==> src/rtl/sr_pole_pred.sv <==
// sr_pole_pred: SR1/SR2 delay line and pole predictor SPOLE = A1*SR1 + A2*SR2.
// Optional macro SR_POLE_SAT_EN saturates SPOLE instead of wrapping.
module sr_pole_pred #(
  parameter logic [10:0] SR_RST = 11'h020
) (
  input  logic        CLK,
  input  logic        RESET,
  input  logic        STB,
  input  logic [10:0] SR0,
  input  logic [15:0] A1,
  input  logic [15:0] A2,
  output logic [15:0] SPOLE,
  output logic        DONE,
  output logic        BUSY,
  output logic        OVR
);

  typedef enum logic [1:0] {
    IDLE, MUL1, MUL2, SUM
  } state_e;

  state_e      state_q, state_d;
  logic [10:0] sr1_q, sr1_d;
  logic [10:0] sr2_q, sr2_d;
  logic [15:0] a1_q, a1_d;
  logic [15:0] a2_q, a2_d;
  logic [15:0] wa1_q, wa1_d;
  logic [15:0] wa2_q, wa2_d;
  logic [15:0] spole_q, spole_d;
  logic        done_q, done_d;
  logic        busy_q, busy_d;
  logic        ovr_q, ovr_d;
  logic [15:0] mul_a;
  logic [10:0] mul_sr;
  logic [15:0] mul_w;
  logic [16:0] s17;

  // Float multiply of a Q14 coefficient by an 11-bit float sample.
  function automatic logic [15:0] fmult(
    input logic [15:0] an,
    input logic [10:0] sr
  );
    logic [12:0] mag;
    logic [3:0]  aexp;
    logic [5:0]  amant;
    logic [4:0]  wexp;
    logic [12:0] p;
    logic [7:0]  wm;
    logic [15:0] wmag;
    logic        ws;
    mag = 13'((an[15] ? (16'd0 - an) : an) >> 2);
    aexp = 4'd0;
    for (int i = 0; i < 13; i++)
      if (mag[i]) aexp = 4'(i + 1);
    if (mag == 13'd0) amant = 6'd32;
    else amant = 6'({mag, 6'b0} >> aexp);
    ws = sr[10] ^ an[15];
    wexp = {1'b0, sr[9:6]} + {1'b0, aexp};
    p = 13'(sr[5:0]) * 13'(amant) + 13'd48;
    wm = 8'(p >> 4);
    if (wexp > 5'd26)
      wmag = 16'((17'({wm, 7'b0}) << (wexp - 5'd26))
                 & 17'h07FFF);
    else
      wmag = 16'({wm, 7'b0} >> (5'd26 - wexp));
    return ws ? (16'd0 - wmag) : wmag;
  endfunction

  // Shared multiplier operands follow the active state.
  always_comb begin
    mul_a  = (state_q == MUL1) ? a1_q : a2_q;
    mul_sr = (state_q == MUL1) ? sr1_q : sr2_q;
    mul_w  = fmult(mul_a, mul_sr);
  end

  // Next-state, datapath and status logic.
  always_comb begin
    state_d = state_q;
    sr1_d   = sr1_q;
    sr2_d   = sr2_q;
    a1_d    = a1_q;
    a2_d    = a2_q;
    wa1_d   = wa1_q;
    wa2_d   = wa2_q;
    spole_d = spole_q;
    done_d  = 1'b0;
    ovr_d   = ovr_q;
    s17 = {wa1_q[15], wa1_q} + {wa2_q[15], wa2_q};
    unique case (state_q)
      IDLE: if (STB) begin
        sr2_d   = sr1_q;
        sr1_d   = SR0;
        a1_d    = A1;
        a2_d    = A2;
        state_d = MUL1;
      end
      MUL1: begin
        wa1_d   = mul_w;
        state_d = MUL2;
      end
      MUL2: begin
        wa2_d   = mul_w;
        state_d = SUM;
      end
      SUM: begin
`ifdef SR_POLE_SAT_EN
        if (s17[16] != s17[15])
          spole_d = s17[16] ? 16'h8000 : 16'h7FFF;
        else
          spole_d = s17[15:0];
`else
        spole_d = 16'(s17);
`endif
        done_d  = 1'b1;
        state_d = IDLE;
      end
      default: state_d = IDLE;
    endcase
    if (STB && state_q != IDLE) ovr_d = 1'b1;
    busy_d = (state_d != IDLE) || (state_q == SUM);
  end

  // State and datapath registers.
  always_ff @(posedge CLK or posedge RESET) begin
    if (RESET) begin
      state_q <= IDLE;
      sr1_q   <= SR_RST;
      sr2_q   <= SR_RST;
      a1_q    <= '0;
      a2_q    <= '0;
      wa1_q   <= '0;
      wa2_q   <= '0;
      spole_q <= '0;
      done_q  <= 1'b0;
      busy_q  <= 1'b0;
      ovr_q   <= 1'b0;
    end else begin
      state_q <= state_d;
      sr1_q   <= sr1_d;
      sr2_q   <= sr2_d;
      a1_q    <= a1_d;
      a2_q    <= a2_d;
      wa1_q   <= wa1_d;
      wa2_q   <= wa2_d;
      spole_q <= spole_d;
      done_q  <= done_d;
      busy_q  <= busy_d;
      ovr_q   <= ovr_d;
    end
  end

  assign SPOLE = spole_q;
  assign DONE  = done_q;
  assign BUSY  = busy_q;
  assign OVR   = ovr_q;

endmodule

==> config.mk <==
export PLATFORM = sky130hd
export DESIGN_NAME = sr_pole_pred
export DESIGN_NICKNAME = d
export VERILOG_FILES = /design/src/rtl/sr_pole_pred.sv
export SDC_FILE = /design/constraint.sdc
export NUM_CORES = 1
export LEC_CHECK = 0
export ABC_CLOCK_PERIOD_IN_PS = 15300
export BUFFER_PORTS_ARGS = -buffer_cell sky130_fd_sc_hd__buf_2
export CAP_MARGIN = 25
export CORE_MARGIN = 8
export CORE_UTILIZATION = 38
export DETAILED_ROUTE_END_ITERATION = 6
export PLACE_DENSITY = 0.56
export SETUP_SLACK_MARGIN = 0.1
export SYNTH_ARGS = -nofsm -noshare
export SYNTH_HDL_FRONTEND = slang
export SYNTH_SLANG_ARGS = --single-unit
==> constraint.sdc <==
create_clock -name CLK -period 15.3 [get_ports CLK]
set_input_delay 0.765 -clock CLK [delete_from_list [all_inputs] [get_ports CLK]]
set_output_delay 0.765 -clock CLK [all_outputs]
set_load 0.01 [all_outputs]
# Word-level counts from Yosys, hierarchy flattened

Cells that the tools add are included.

Register bits after elaboration: 107
Input bits: 46
Output and inout bits: 19
Logic and storage cells: 56

$add $sub $neg: 7
$mul: 1
Magnitude comparators: 1
Equal/unequal tests: 3
Shifts and indexed selects: 3
Muxes and demuxes: 22
Bitwise operators: 1
Reductions and logical operators: 7

Operators by type and width:

| cell                    | count |
|---|---|
| $mux W16                | 3 |
| $mux W4                 | 9 |
| $shr A19 B4 Y6          | 1 |
| $add A16 B16 Y16        | 1 |
| $shr A15 B5 Y16         | 1 |
| $sub A1 B16 Y16 const A | 1 |
| $mux W15                | 1 |
| $shl A15 B5 Y15         | 1 |
| $sub A1 B15 Y15 const A | 1 |
| $logic_not A13 Y1       | 1 |
| $add A12 B6 Y12 const B | 1 |
| $mul A6 B6 Y12          | 1 |
| $mux W11                | 1 |
| $pmux W2 S4             | 1 |
| $mux W2                 | 3 |
| $mux W6                 | 1 |
| $add A4 B4 Y5           | 1 |
| $gt A5 B5 Y1 const B    | 1 |
| $sub A5 B5 Y5 const A   | 1 |
| $sub A5 B5 Y5 const B   | 1 |
| $eq A2 B2 Y1 const B    | 2 |
| $reduce_bool A2 Y1      | 2 |
| $mux W3                 | 1 |
| $eq A2 B1 Y1 const B    | 1 |
| 6 further kinds         | 7 |

# Depth between registers and ports, before layout

Gate-level depths: netlist of the first run.

Depth in word-level cells: 25
Mapped depth: 43
Mapped depth without buffers: 38

# Worst setup path before layout of the first run

Ideal clock, no wire load.

Kind: register to register
Start: reg state_q[0]
End: reg wa1_q[14]
Library setup time: 0.125 ns
Arrival: 8.740 ns
Data required time: 15.175 ns
Setup slack: 6.436 ns
Stages on the path, launching flop included: 34
Path buffers: 0
Clock period less this slack: 8.864 ns
Path through: dfrtp_1 -> ha_1 -> or4_4 -> a222oi_1 -> a21oi_1 -> xor2_1 -> o221ai_2 -> a21o_2 -> a211oi_4 -> nor3_2 -> or2_4 -> a22oi_4 -> a31oi_1 -> fa_1 -> inv_1 -> fa_1 -> fa_1 -> inv_1 -> fa_1 -> inv_1 -> fa_1 -> nor2b_1 -> o21a_1 -> o21ai_0 -> a41oi_1 -> a21oi_1 -> a21oi_1 -> o32a_1 -> ha_1 -> and4b_1 -> nand4_1 -> o41ai_1 -> xnor2_1 -> mux2_2

Longest elaborated chain between the ends: 25
Elaborated cells on any way between the ends: 33
Those cells by class: add/sub: 6; mul: 1; order compare: 1; eq/ne: 1; shift: 3; mux: 19; bitwise: 1; reduce/logical: 1

Ends and longest elaborated chain:

| what                                               | RTL line   | RTL |
|---|---|---|
| start, declared                                    | 22         | `state_e state_q, state_d;` |
| start signal, assigned                             | 138        | `state_q <= state_d;` |
| $eq A2 B1 Y1 *                                     | 71, 72, 89 |  |
| $mux W16                                           | 71         | `mul_a = (state_q == MUL1) ? a1_q : a2_q;` |
| $sub A1 B15 Y15                                    | 51         | `mag = 13'((an[15] ? (16'd0 - an) : an) >> 2);` |
| $mux W15                                           | 51         |  |
| $mux W1                                            | 54         | `if (mag[i]) aexp = 4'(i + 1);` |
| $mux W2 (2 in series)                              | 54         |  |
| $mux W3                                            | 54         |  |
| $mux W4 (9 in series)                              | 54         |  |
| $shr A19 B4 Y6                                     | 56         | `else amant = 6'({mag, 6'b0} >> aexp);` |
| $mux W6                                            | 55         | `if (mag == 13'd0) amant = 6'd32;` |
| $mul A6 B6 Y12                                     | 59         | `p = 13'(sr[5:0]) * 13'(amant) + 13'd48;` |
| $add A12 B6 Y12                                    | 59         |  |
| $shr A15 B5 Y16 or $shl A15 B5 Y15 (tied branches) | 65, 62     |  |
| $mux W16                                           | 61         | `if (wexp > 5'd26)` |
| $sub A1 B16 Y16                                    | 66         | `return ws ? (16'd0 - wmag) : wmag;` |
| $mux W16                                           | 66         |  |
| end signal, assigned                               | 143        | `wa1_q <= wa1_d;` |
| end, declared                                      | 27         | `logic [15:0] wa1_q, wa1_d;` |

Every way passes the cells marked *; elsewhere a longest branch is shown, timed or not.
A chain may end at the register's enable or synchronous reset.

# Worst setup path in the final report of the first run

Start: reg state_q[1]
End: reg wa2_q[14]

Longest elaborated chain between the ends: 25
Elaborated cells on any way between the ends: 34
Those cells by class: add/sub: 6; mul: 1; order compare: 1; eq/ne: 2; shift: 3; mux: 19; bitwise: 1; reduce/logical: 1

Ends and longest elaborated chain:

| what                                               | RTL line | RTL |
|---|---|---|
| $eq A2 B1 Y1                                       | 71, 72   |  |
| $mux W16                                           | 71       |  |
| $sub A1 B15 Y15                                    | 51       |  |
| $mux W15                                           | 51       |  |
| $mux W1                                            | 54       |  |
| $mux W2 (2 in series)                              | 54       |  |
| $mux W3                                            | 54       |  |
| $mux W4 (9 in series)                              | 54       |  |
| $shr A19 B4 Y6                                     | 56       |  |
| $mux W6                                            | 55       |  |
| $mul A6 B6 Y12                                     | 59       |  |
| $add A12 B6 Y12                                    | 59       |  |
| $shr A15 B5 Y16 or $shl A15 B5 Y15 (tied branches) | 65, 62   |  |
| $mux W16                                           | 61       |  |
| $sub A1 B16 Y16                                    | 66       |  |
| $mux W16                                           | 66       |  |
| end signal, assigned                               | 144      | `wa2_q <= wa2_d;` |
| end, declared                                      | 28       | `logic [15:0] wa2_q, wa2_d;` |

Parallel ways exist; a longest one is shown, timed or not.

==> results of run 1 <==
-- area by class of cell --
cell class	instances	area, um^2
Multi-Input combinational cell	713	5787
Tap cell	319	399.1
Clock inverter	5	46.29
Inverter	62	235.2
Sequential cell	107	2680
Fill cell	2289	13410
Timing Repair Buffer	73	387.9
Clock buffer	11	242.7
-- through the flow --
step                worst slack (ns)  hold slack, ns  instance area, um^2  utilization  instances
floorplan                      6.436          0.4754                 8846            -        916
global placement               4.468          0.4481                 9489       0.4092       1274
detailed placement             4.303          0.4516                 9489       0.4092       1274
CTS                            4.212          0.4521                 9778       0.4216       1290
global route                   3.324          0.4768                 9778       0.4216       1290
finish                         4.164          0.4393                 9778       0.4216       1290
-- final timing paths --
kind,from,endpoint,slack (ns),depth (start not counted)
worst min-delay path,RESET,a2_q[7]$_DFFE_PP0P_,0.44,2
worst max-delay path,state_q[1]$_DFF_PP0_,wa2_q[14]$_DFFE_PP0P_,4.16,35
worst min register to register,OVR$_DFFE_PP0P_,OVR$_DFFE_PP0P_,0.47,1
min in group CLK,OVR$_DFFE_PP0P_,OVR$_DFFE_PP0P_,0.47,1
max in group asynchronous,RESET,SPOLE[0]$_DFFE_PP0P_,13.60,3
worst max register to register,state_q[1]$_DFF_PP0_,wa2_q[14]$_DFFE_PP0P_,4.16,35
-- critical path: cells and delay by family, from the launching register on --
family          cells  cell delay (ns)
flops               1             0.40
mux                 1             0.29
simple gates        5             1.34
compound gates     15             4.56
buf+inv             5             0.76
fa+ha+maj           7             3.11
xor+xnor            2             0.51
-- per-layer routing --
| layer | vias up | track usage | share of wire |
|---|---|---|---|
| li1 | 3466 | - | - |
| met1 | 3375 | 0.2091 | 0.49 |
| met2 | 137 | 0.2424 | 0.46 |
| met3 | 19 | 0.02003 | 0.037 |
| met4 | 0 | 0.03998 | 0.013 |
| met5 | - | 0 | 0 |
-- placed cells by master (no fill, tap or decap), types with 5 or more instances in the layout --
master / netlist / routed
nor2_1: 58 / 58
buf_4: 3 / 9
or2_2: 8 / 8
inv_1: 60 / 59
o31ai_1: 5 / 5
and3_1: 8 / 8
o21a_1: 8 / 8
o21ai_0: 39 / 39
or3_1: 9 / 9
nor3_1: 19 / 19
ha_1: 51 / 50
clkbuf_16: 0 / 9
dfrtp_1: 105 / 105
o211ai_1: 12 / 12
mux2i_1: 28 / 28
o21ai_1: 8 / 8
xor2_1: 13 / 13
a31oi_1: 13 / 13
fa_1: 20 / 20
o32ai_1: 5 / 5
nand2_1: 59 / 58
nand3_1: 15 / 15
buf_2: 4 / 64
a21oi_1: 47 / 47
a211oi_1: 7 / 7
nand2b_1: 6 / 6
nand4_1: 9 / 9
mux2_2: 97 / 97
and2_1: 9 / 9
xnor2_1: 29 / 29
nor2b_1: 8 / 8
a21o_1: 11 / 11
-- state kept, by name (all words and copies together), names as in the netlist, 2 cells and up --
name,count
a1_q,16
sr1_q,11
wa1_q,16
SPOLE,16
wa2_q,16
a2_q,16
state_q,2
sr2_q,11
-- kinds of logic (layout without fill, tap and decap cells) --
logic type      after synthesis  after routing  share of synthesized area
compound gates              233            233                     0.1934
xor+xnor                     43             43                    0.04427
fa+ha+maj                    71             71                     0.1174
buf+inv                      96            151                    0.04342
flops                       107            107                     0.3030
mux                         126            126                     0.1577
simple gates                240            240                     0.1409
==> metrics.md, run 1 <==
| Metric | Value |
|---|---|
| Status | `completed` |
| Vias per inst | `5.424` |
| Clk Latency, worst-skew pair | `0.35 ns` |
| Worst Hold Class | `input pin to asynchronous set/reset pin` |
| Sink Count | `107` |
| Top-area cell type share of the netlist area | `0.2970` |
| Seq/Total Area, Yosys | `0.3030` |
| Wirelength per Cell | `16.31 um` |
| Mapped Area | `8846 um^2` |
| Post-synth EDFFs | `0` |
| Tmin final | `11.14 ns` |
| H-tree depth | `3` |
| Synth unique cells | `104` |
| CP max FO | `38` |
| Data arrival, critical path | `11.38 ns` |
| Most frequent cell after synthesis | `dfrtp_1` |
| Largest net degree at the start of global routing | `70` |
| # DRC | `0` |
| Synth area leader | `dfrtp_1` |
| Critical Path RT | `15.54 ns` |
| Final setup fails | `0` |
| Final RePlAce weighted congestion | `0.9268` |
| Clock Path Buffers | `2` |
| Final hold vios | `0` |
| Synth top cells by count | `dfrtp_1, mux2_2, inv_1` |
| Initial core utilization | `0.3814` |
| IO Count | `65` |
| Fmax | `89.80 MHz` |
| Std cell rows | `56` |
| Slew Limit Headroom | `0.3552` |
| Synth area leaders | `dfrtp_1, mux2_2, ha_1` |
| Die X | `168.6 um` |
| Max cap viols | `0` |
| DP HPWL | `16.27 mm` |
| Worst-path cell with the longest stage delay | `a222oi_1` |
| Iter 0 DRT Violations | `432` |
| Post-Route WL | `21.04 mm` |
| Final slew viol count | `0` |
| CP Class | `flip-flop to flip-flop` |
| Avg Cell Area, Syn | `9.657 um^2` |
| Total GRT Usage | `0.1505` |
| Synthesis Warnings | `0` |
| Initial antenna violation count | `0` |
| Most numerous cell on the critical path | `inv_1` |
| Worst setup SP type | `flip-flop` |
| Cells after Synth | `916` |
| Syn nets | `1033` |
| CTS tree | `yes` |
| Via count | `6997` |
| Register bit count reported by yosys | `107` |
| DRT Pass-1 Iters | `4` |
| Fin Clk Skew | `0.01546 ns` |
| Vias in the first global route | `6924` |
| Global-route wire length before repair | `35.56 mm` |
| Final Net Count | `1083` |
| Ratio of final minimum period to clock period | `0.7278` |
| Ratio of cells with drive above 1 in the final layout | `0.2420` |
| CTS root buffer | `clkbuf_16` |
| Die area | `28420 um^2` |
| Num CTS Buffers | `9` |
| RSZ-0062 raised after global routing | `false` |
| Commonest register cell after synthesis | `dfrtp_1` |
| Post-DRT Antenna Nets | `0` |
| GRT overflow | `0` |
| Post-CTS resize count | `0` |
| CP Capture Type | `flip-flop` |
| Worst slew pin tran | `0.9673 ns` |
| Ys async rst share | `1.000` |
| Setup Buffers After CTS | `0` |
| P&R area growth vs syn | `10.54%` |
| Clock Pin Slew Worst Setup and Hold Paths | `0.08 ns` |
| Ant. Diodes | `0` |
| Die Y-Extent | `168.6 um` |
| I/O Buffers | `64` |
| Setup TNS Final | `0 ns` |
| Cts hold-fix bufs | `0` |
| Core region area | `23190 um^2` |
| Max incr delay on CP | `0.65 ns` |
Power of run 1 is left out: the tool's default activity adds up to more than one toggle a clock period on the data nets, which glitch-free logic cannot reach.
==> run 2, diff against run 1 <==
--- a/config.mk
+++ b/config.mk
@@ -5,13 +5,13 @@
 export SDC_FILE = /design/constraint.sdc
 export NUM_CORES = 1
 export LEC_CHECK = 0
-export ABC_CLOCK_PERIOD_IN_PS = 15300
+export ABC_CLOCK_PERIOD_IN_PS = 9700
 export BUFFER_PORTS_ARGS = -buffer_cell sky130_fd_sc_hd__buf_2
 export CAP_MARGIN = 25
 export CORE_MARGIN = 8
 export CORE_UTILIZATION = 38
 export DETAILED_ROUTE_END_ITERATION = 6
-export PLACE_DENSITY = 0.56
+export PLACE_DENSITY = 0.58
 export SETUP_SLACK_MARGIN = 0.1
 export SYNTH_ARGS = -nofsm -noshare
 export SYNTH_HDL_FRONTEND = slang
==> constraint.sdc (replaced) <==
create_clock -name CLK -period 9.7 [get_ports CLK]
set_input_delay 0.485 -clock CLK [delete_from_list [all_inputs] [get_ports CLK]]
set_output_delay 0.485 -clock CLK [all_outputs]
set_load 0.01 [all_outputs]
==> run 2 against run 1 <==
Die area unchanged. Register-to-register slack worse by 3.6 ns. Non-clock buffer count up 28. Flip-flop and latch count unchanged. Maximum frequency up 22%. Hold slack worse by 0.27 ns. Final cell count up 2.1%. Wire length up 0.13%. Setup slack worse by 3.6 ns. Critical path depth down 1. Critical endpoint is now wa1_q[14]$_DFFE_PP0P_. Largest cell class unchanged.
==> metrics.md, run 2 (synthesis gave the netlist of run 1 again) <==
| Metric | Value |
|---|---|
| CP Capture Type | `flip-flop` |
| CP startpoint | `state_q[1]$_DFF_PP0_` |
| Sink Count | `107 (unchanged)` |
| Die area | `28420 um^2 (unchanged)` |
| GRT overflow | `0 (unchanged)` |
| Clk Latency, worst-skew pair | `0.36 ns (about the same)` |
| Worst slew pin tran | `0.9672 ns (-0.00003123 ns)` |
| DRT Pass-1 Iters | `5 (+1)` |
| M2 GR Usage | `0.2435 (+0.001060)` |
| Final setup fails | `0 (unchanged)` |
| DP HPWL | `16.08 mm (-1.2%)` |
| CP Class | `flip-flop to flip-flop` |
| Worst-path cell with the longest stage delay | `fa_1` |
| Grt met3 use | `0.02283 (+0.002795)` |
| Ratio of cells with drive above 1 in the final layout | `0.2836 (+0.04155)` |
| CTS tree | `yes` |
| CP bufs+invs | `4 (-1)` |
| P&R area growth vs syn | `14.68%` |
| Total GRT Usage | `0.1505 (about the same)` |
| Cts hold-fix bufs | `0 (unchanged)` |
| Max incr delay on CP | `0.55 ns (-0.10 ns)` |
| Clock Path Buffers | `2 (unchanged)` |
| Global-route wire length before repair | `35.69 mm (+0.35%)` |
| Num CTS Buffers | `9 (unchanged)` |
| Worst setup SP type | `flip-flop` |
| Clock Pin Slew Worst Setup and Hold Paths | `0.08 ns (about the same)` |
| Die X | `168.6 um (unchanged)` |
| Post-DRT Antenna Nets | `0 (unchanged)` |
| Std cell rows | `56 (unchanged)` |
| # fillers | `2282 (-0.31%)` |
| Via count | `7169 (+2.5%)` |
| Initial core utilization | `0.3814 (unchanged)` |
| RSZ-0062 raised after global routing | `false` |
| Critical Path RT | `9.95 ns (-5.59 ns)` |
| Die Y-Extent | `168.6 um (unchanged)` |
| Status | `completed` |
| Setup TNS Final | `0 ns (unchanged)` |
| Final Net Count | `1111 (+2.6%)` |
| R2r startpoint | `state_q[1]$_DFF_PP0_` |
| CP max FO | `11 (-71%)` |
| Most frequent cells in the layout | `dfrtp_1, mux2_2, buf_2` |
| Final slew viol count | `0 (unchanged)` |
| Post-Route WL | `21.07 mm (+0.13%)` |
| Largest delay share family, worst path | `compound AO/OA/AOI/OAI gates` |
| Top Usage Layer GRT | `met2` |
| Wirelength per Cell | `16.00 um (-1.9%)` |
| Dpl cell area | `9632 um^2 (+1.5%)` |
| Fin Clk Skew | `0.01105 ns (-0.004409 ns)` |
| CTS root buffer | `clkbuf_16` |
| Initial antenna violation count | `0 (unchanged)` |
| Cell area after layout | `10140 um^2 (+3.7%)` |
| Final hold vios | `0 (unchanged)` |
| Tmin final | `9.128 ns (-2.007 ns)` |
| # DRC | `0 (unchanged)` |
| Commonest non-fill, non-tap cell in the layout | `dfrtp_1` |
| Max cap viols | `0 (unchanged)` |
| Core region area | `23190 um^2 (unchanged)` |
| Iter 0 DRT Violations | `486 (+13%)` |
| Data arrival, critical path | `9.37 ns (-2.01 ns)` |
| H-tree depth | `3 (unchanged)` |
| Final RePlAce weighted congestion | `0.9427 (+1.7%)` |
| Met1 Use GR | `0.2037 (-0.005398)` |
| Most numerous cell on the critical path | `fa_1` |
| Slew Limit Headroom | `0.3552 (about the same)` |
| IO Count | `65 (unchanged)` |
| Ratio of final minimum period to clock period | `0.9411 (+0.2133)` |
| I/O Buffers | `64 (unchanged)` |
| Largest net degree at the start of global routing | `69 (-1.4%)` |
| Worst Hold Class | `input pin to asynchronous set/reset pin` |
| Vias in the first global route | `7152 (+3.3%)` |
| Vias per inst | `5.443 (+0.36%)` |
| Ant. Diodes | `0 (unchanged)` |
| Fmax | `109.5 MHz (+22%)` |
run 2: stage by stage:
step                      utilization  setup WS (ns)  instances  hold WS, ns
after floorplan                     -         0.8357        916       0.4754
after global placement         0.4153         0.3282       1293       0.4466
after detailed placement       0.4153         0.1529       1293       0.4508
after CTS                      0.4283         0.1185       1308       0.1826
after global routing           0.4374        0.02239       1317       0.2145
final                          0.4374         0.5715       1317       0.1653
run 2: final timing paths:
kind | end | slack (ns) | depth (start not counted)
worst min-delay path | a2_q[4]$_DFFE_PP0P_ | 0.17 | 2
min in group CLK | a1_q[12]$_DFFE_PP0P_ | 0.35 | 2
worst max-delay path | wa1_q[14]$_DFFE_PP0P_ | 0.57 | 34
worst max register to register | wa1_q[14]$_DFFE_PP0P_ | 0.57 | 34
worst min register to register | OVR$_DFFE_PP0P_ | 0.47 | 1
max in group asynchronous | SPOLE[15]$_DFFE_PP0P_ | 8.28 | 3
run 2: repair_timing:
item / CTS / global route
pin swaps: 0 / 9
gates resized for setup: 1 / 28
endpoints found under the setup margin: 2 / 27
buffers inserted: 0 / 8
run 2: layout make-up:
| cell class | count | area, um^2 | area share |
|---|---|---|---|
| multi-input cells | 713 | 5928 | 0.5844 |
| flip-flops and latches | 107 | 2680 | 0.2642 |
| repair buffers | 101 | 601.8 | 0.05932 |
| well taps | 319 | 399.1 | 0.03934 |
| inverters | 62 | 235.2 | 0.02319 |
| clock buffers | 9 | 225.2 | 0.02220 |
| clock inverters | 6 | 75.07 | 0.007400 |
run 2: routing by layer:
metal	wire [um]	part of all wire	vias up
met2	9537	0.45	153
met4	458	0.022	0
met5	0	0	-
met3	857	0.041	32
li1	-	-	3512
met1	10210	0.48	3472
Power of run 2 is left out for the same reason.
==> run 3, diff against run 2 <==
--- a/config.mk
+++ b/config.mk
@@ -9,9 +9,9 @@
 export BUFFER_PORTS_ARGS = -buffer_cell sky130_fd_sc_hd__buf_2
 export CAP_MARGIN = 25
 export CORE_MARGIN = 8
-export CORE_UTILIZATION = 38
+export CORE_UTILIZATION = 45
 export DETAILED_ROUTE_END_ITERATION = 6
-export PLACE_DENSITY = 0.58
+export PLACE_DENSITY = 0.66
 export SETUP_SLACK_MARGIN = 0.1
 export SYNTH_ARGS = -nofsm -noshare
 export SYNTH_HDL_FRONTEND = slang
==> run 3 against run 2 <==
Utilization rose by 8.4 points. Wire length fell by 0.41%. Final cell count fell by 3.7%. Flip-flop and latch count did not move. Largest cell class unchanged.
==> metrics.md, run 3 (synthesis gave the netlist of run 1 again) <==
| Metric | Value |
|---|---|
| Post-DRT Antenna Nets | `0 (unchanged)` |
| Ratio of final minimum period to clock period | `0.9488 (+0.007749)` |
| Clock Path Buffers | `2 (unchanged)` |
| Most frequent cells in the layout | `dfrtp_1, mux2_2, buf_2` |
| CP bufs+invs | `4 (unchanged)` |
| Fin Clk Skew | `0.01194 ns (+0.0008911 ns)` |
| Initial core utilization | `0.4560 (+0.07459)` |
| Clock Pin Slew Worst Setup and Hold Paths | `0.08 ns (about the same)` |
| Area occupied by multi-input gates | `5934 um^2 (+0.11%)` |
| DP HPWL | `16.04 mm (-0.21%)` |
| Die Y-Extent | `156.2 um (-7.3%)` |
| Initial antenna violation count | `0 (unchanged)` |
| Ant. Diodes | `0 (unchanged)` |
| Worst Hold Class | `input pin to asynchronous set/reset pin` |
| Largest net degree at the start of global routing | `68 (-1.4%)` |
| Met1 Use GR | `0.2391 (+0.03539)` |
| # DRC | `0 (unchanged)` |
| End of the worst register-to-register path | `wa2_q[14]$_DFFE_PP0P_` |
| R2r startpoint | `state_q[0]$_DFF_PP0_` |
| Via count | `7183 (+0.20%)` |
| Setup TNS Final | `0 ns (unchanged)` |
| # fillers | `1829 (-20%)` |
| Data arrival, critical path | `9.44 ns (+0.07 ns)` |
| Tmin final | `9.204 ns (+0.07517 ns)` |
| Worst slew pin tran | `0.9860 ns (+0.01879 ns)` |
| H-tree depth | `3 (unchanged)` |
| Slew Limit Headroom | `0.3379 (-0.01725)` |
| Commonest non-fill, non-tap cell in the layout | `dfrtp_1` |
| Wirelength per Cell | `16.55 um (+3.4%)` |
| Fmax | `108.7 MHz (-0.82%)` |
| Worst-path cell with the longest stage delay | `fa_2` |
| Vias per inst | `5.665 (+4.1%)` |
| RSZ-0062 raised after global routing | `false` |
| CP max FO | `11 (unchanged)` |
| Max cap viols | `0 (unchanged)` |
| P&R area growth vs syn | `14.40%` |
| FF/Latch Area | `2681 um^2 (about the same)` |
| Sink Count | `107 (unchanged)` |
| M2 GR Usage | `0.2748 (+0.03132)` |
| GRT overflow | `0 (unchanged)` |
| Num CTS Buffers | `9 (unchanged)` |
| CP Capture Type | `flip-flop` |
| I/O Buffers | `64 (unchanged)` |
| Reg2Reg Depth | `34 (unchanged)` |
| CP startpoint | `state_q[0]$_DFF_PP0_` |
| Post-Route WL | `20.98 mm (-0.41%)` |
| FF-to-FF setup slack | `0.50 ns (-0.08 ns)` |
| Std cell rows | `51 (-8.9%)` |
| WHS | `0.1557 ns (-0.009604 ns)` |
| Grt met3 use | `0.02382 (+0.0009949)` |
| CTS tree | `yes` |
| Die area | `24400 um^2 (-14%)` |
| Die X | `156.2 um (-7.3%)` |
| CP Class | `flip-flop to flip-flop` |
| Vias in the first global route | `6908 (-3.4%)` |
| Final slew viol count | `0 (unchanged)` |
| Top Usage Layer GRT | `met2` |
| Final hold vios | `0 (unchanged)` |
| Largest delay share family, worst path | `adder cells` |
| CTS root buffer | `clkbuf_16` |
| Critical Path RT | `9.94 ns (about the same)` |
| Final RePlAce weighted congestion | `0.9124 (-3.2%)` |
| Final Net Count | `1115 (+0.36%)` |
| Status | `completed` |
| Ratio of cells with drive above 1 in the final layout | `0.2901 (+0.006562)` |
| DRT Pass-1 Iters | `5 (unchanged)` |
| Global-route wire length before repair | `34.80 mm (-2.5%)` |
| Clk Latency, worst-skew pair | `0.36 ns (about the same)` |
| Max incr delay on CP | `0.58 ns (+0.03 ns)` |
| Worst setup SP type | `flip-flop` |
| Final setup fails | `0 (unchanged)` |
| Most numerous cell on the critical path | `fa_1` |
| Core region area | `19400 um^2 (-16%)` |
| Iter 0 DRT Violations | `465 (-4.3%)` |
| IO Count | `65 (unchanged)` |
| Cts hold-fix bufs | `0 (unchanged)` |
| Total GRT Usage | `0.1724 (+0.02190)` |
[run 3: stage by stage]
stage	util	instance area (um^2)	worst slack, ns	std cells
3_5_place_dp	0.4915	9534	0.1899	1235
5_1_grt	0.5217	10120	0.008089	1268
4_1_cts	0.5070	9836	0.1228	1251
3_3_place_gp	0.4915	9534	0.3273	1235
2_1_floorplan	-	8846	0.8357	916
6_report	0.5217	10120	0.4963	1268
[run 3: worst reg2reg max path: cells and delay by family (launching register included)]
kind,cells,cell delay (ns)
AOI/OAI and AO/OA,12,3.04
xor gates and xnor gates,1,0.13
adders and majority gates,7,3.08
buffers and inverters,4,0.31
DFF,1,0.45
muxes,2,0.62
and+or+nand+nor,8,1.45
[run 3: layout make-up]
cell class                 instances  share of cell area
multi-input combinational        713              0.5864
clock inverter                     7            0.007542
tap                              265             0.03276
clock buffer                       9             0.02226
timing repair buffer             105             0.06281
inverter                          62             0.02324
sequential                       107              0.2650
[run 3: how the worst max path moves through the flow]
| stage | endpoint | slack [ns] | cells past startpoint |
|---|---|---|---|
| after global routing | wa2_q[14]$_DFFE_PP0P_ | 0.008 | 35 |
| after detailed placement | wa2_q[14]$_DFFE_PP0P_ | 0.19 | 35 |
| after global placement | wa2_q[14]$_DFFE_PP0P_ | 0.33 | 35 |
| final | wa2_q[14]$_DFFE_PP0P_ | 0.50 | 34 |
| after floorplan | wa2_q[14]$_DFFE_PP0P_ | 0.84 | 33 |
| after CTS | wa2_q[14]$_DFFE_PP0P_ | 0.12 | 35 |
[run 3: per-layer routing]
layer,vias up,share of wire
met5,-,0
met4,0,0.015
met3,20,0.050
met2,178,0.45
met1,3445,0.48
li1,3540,-
[run 3: what timing repair did]
action,CTS,global route
endpoints found under the hold margin,0,0
resized for setup,0,35
setup buffers,0,16
endpoints found under the setup margin,0,30
Power of run 3 is left out for the same reason.
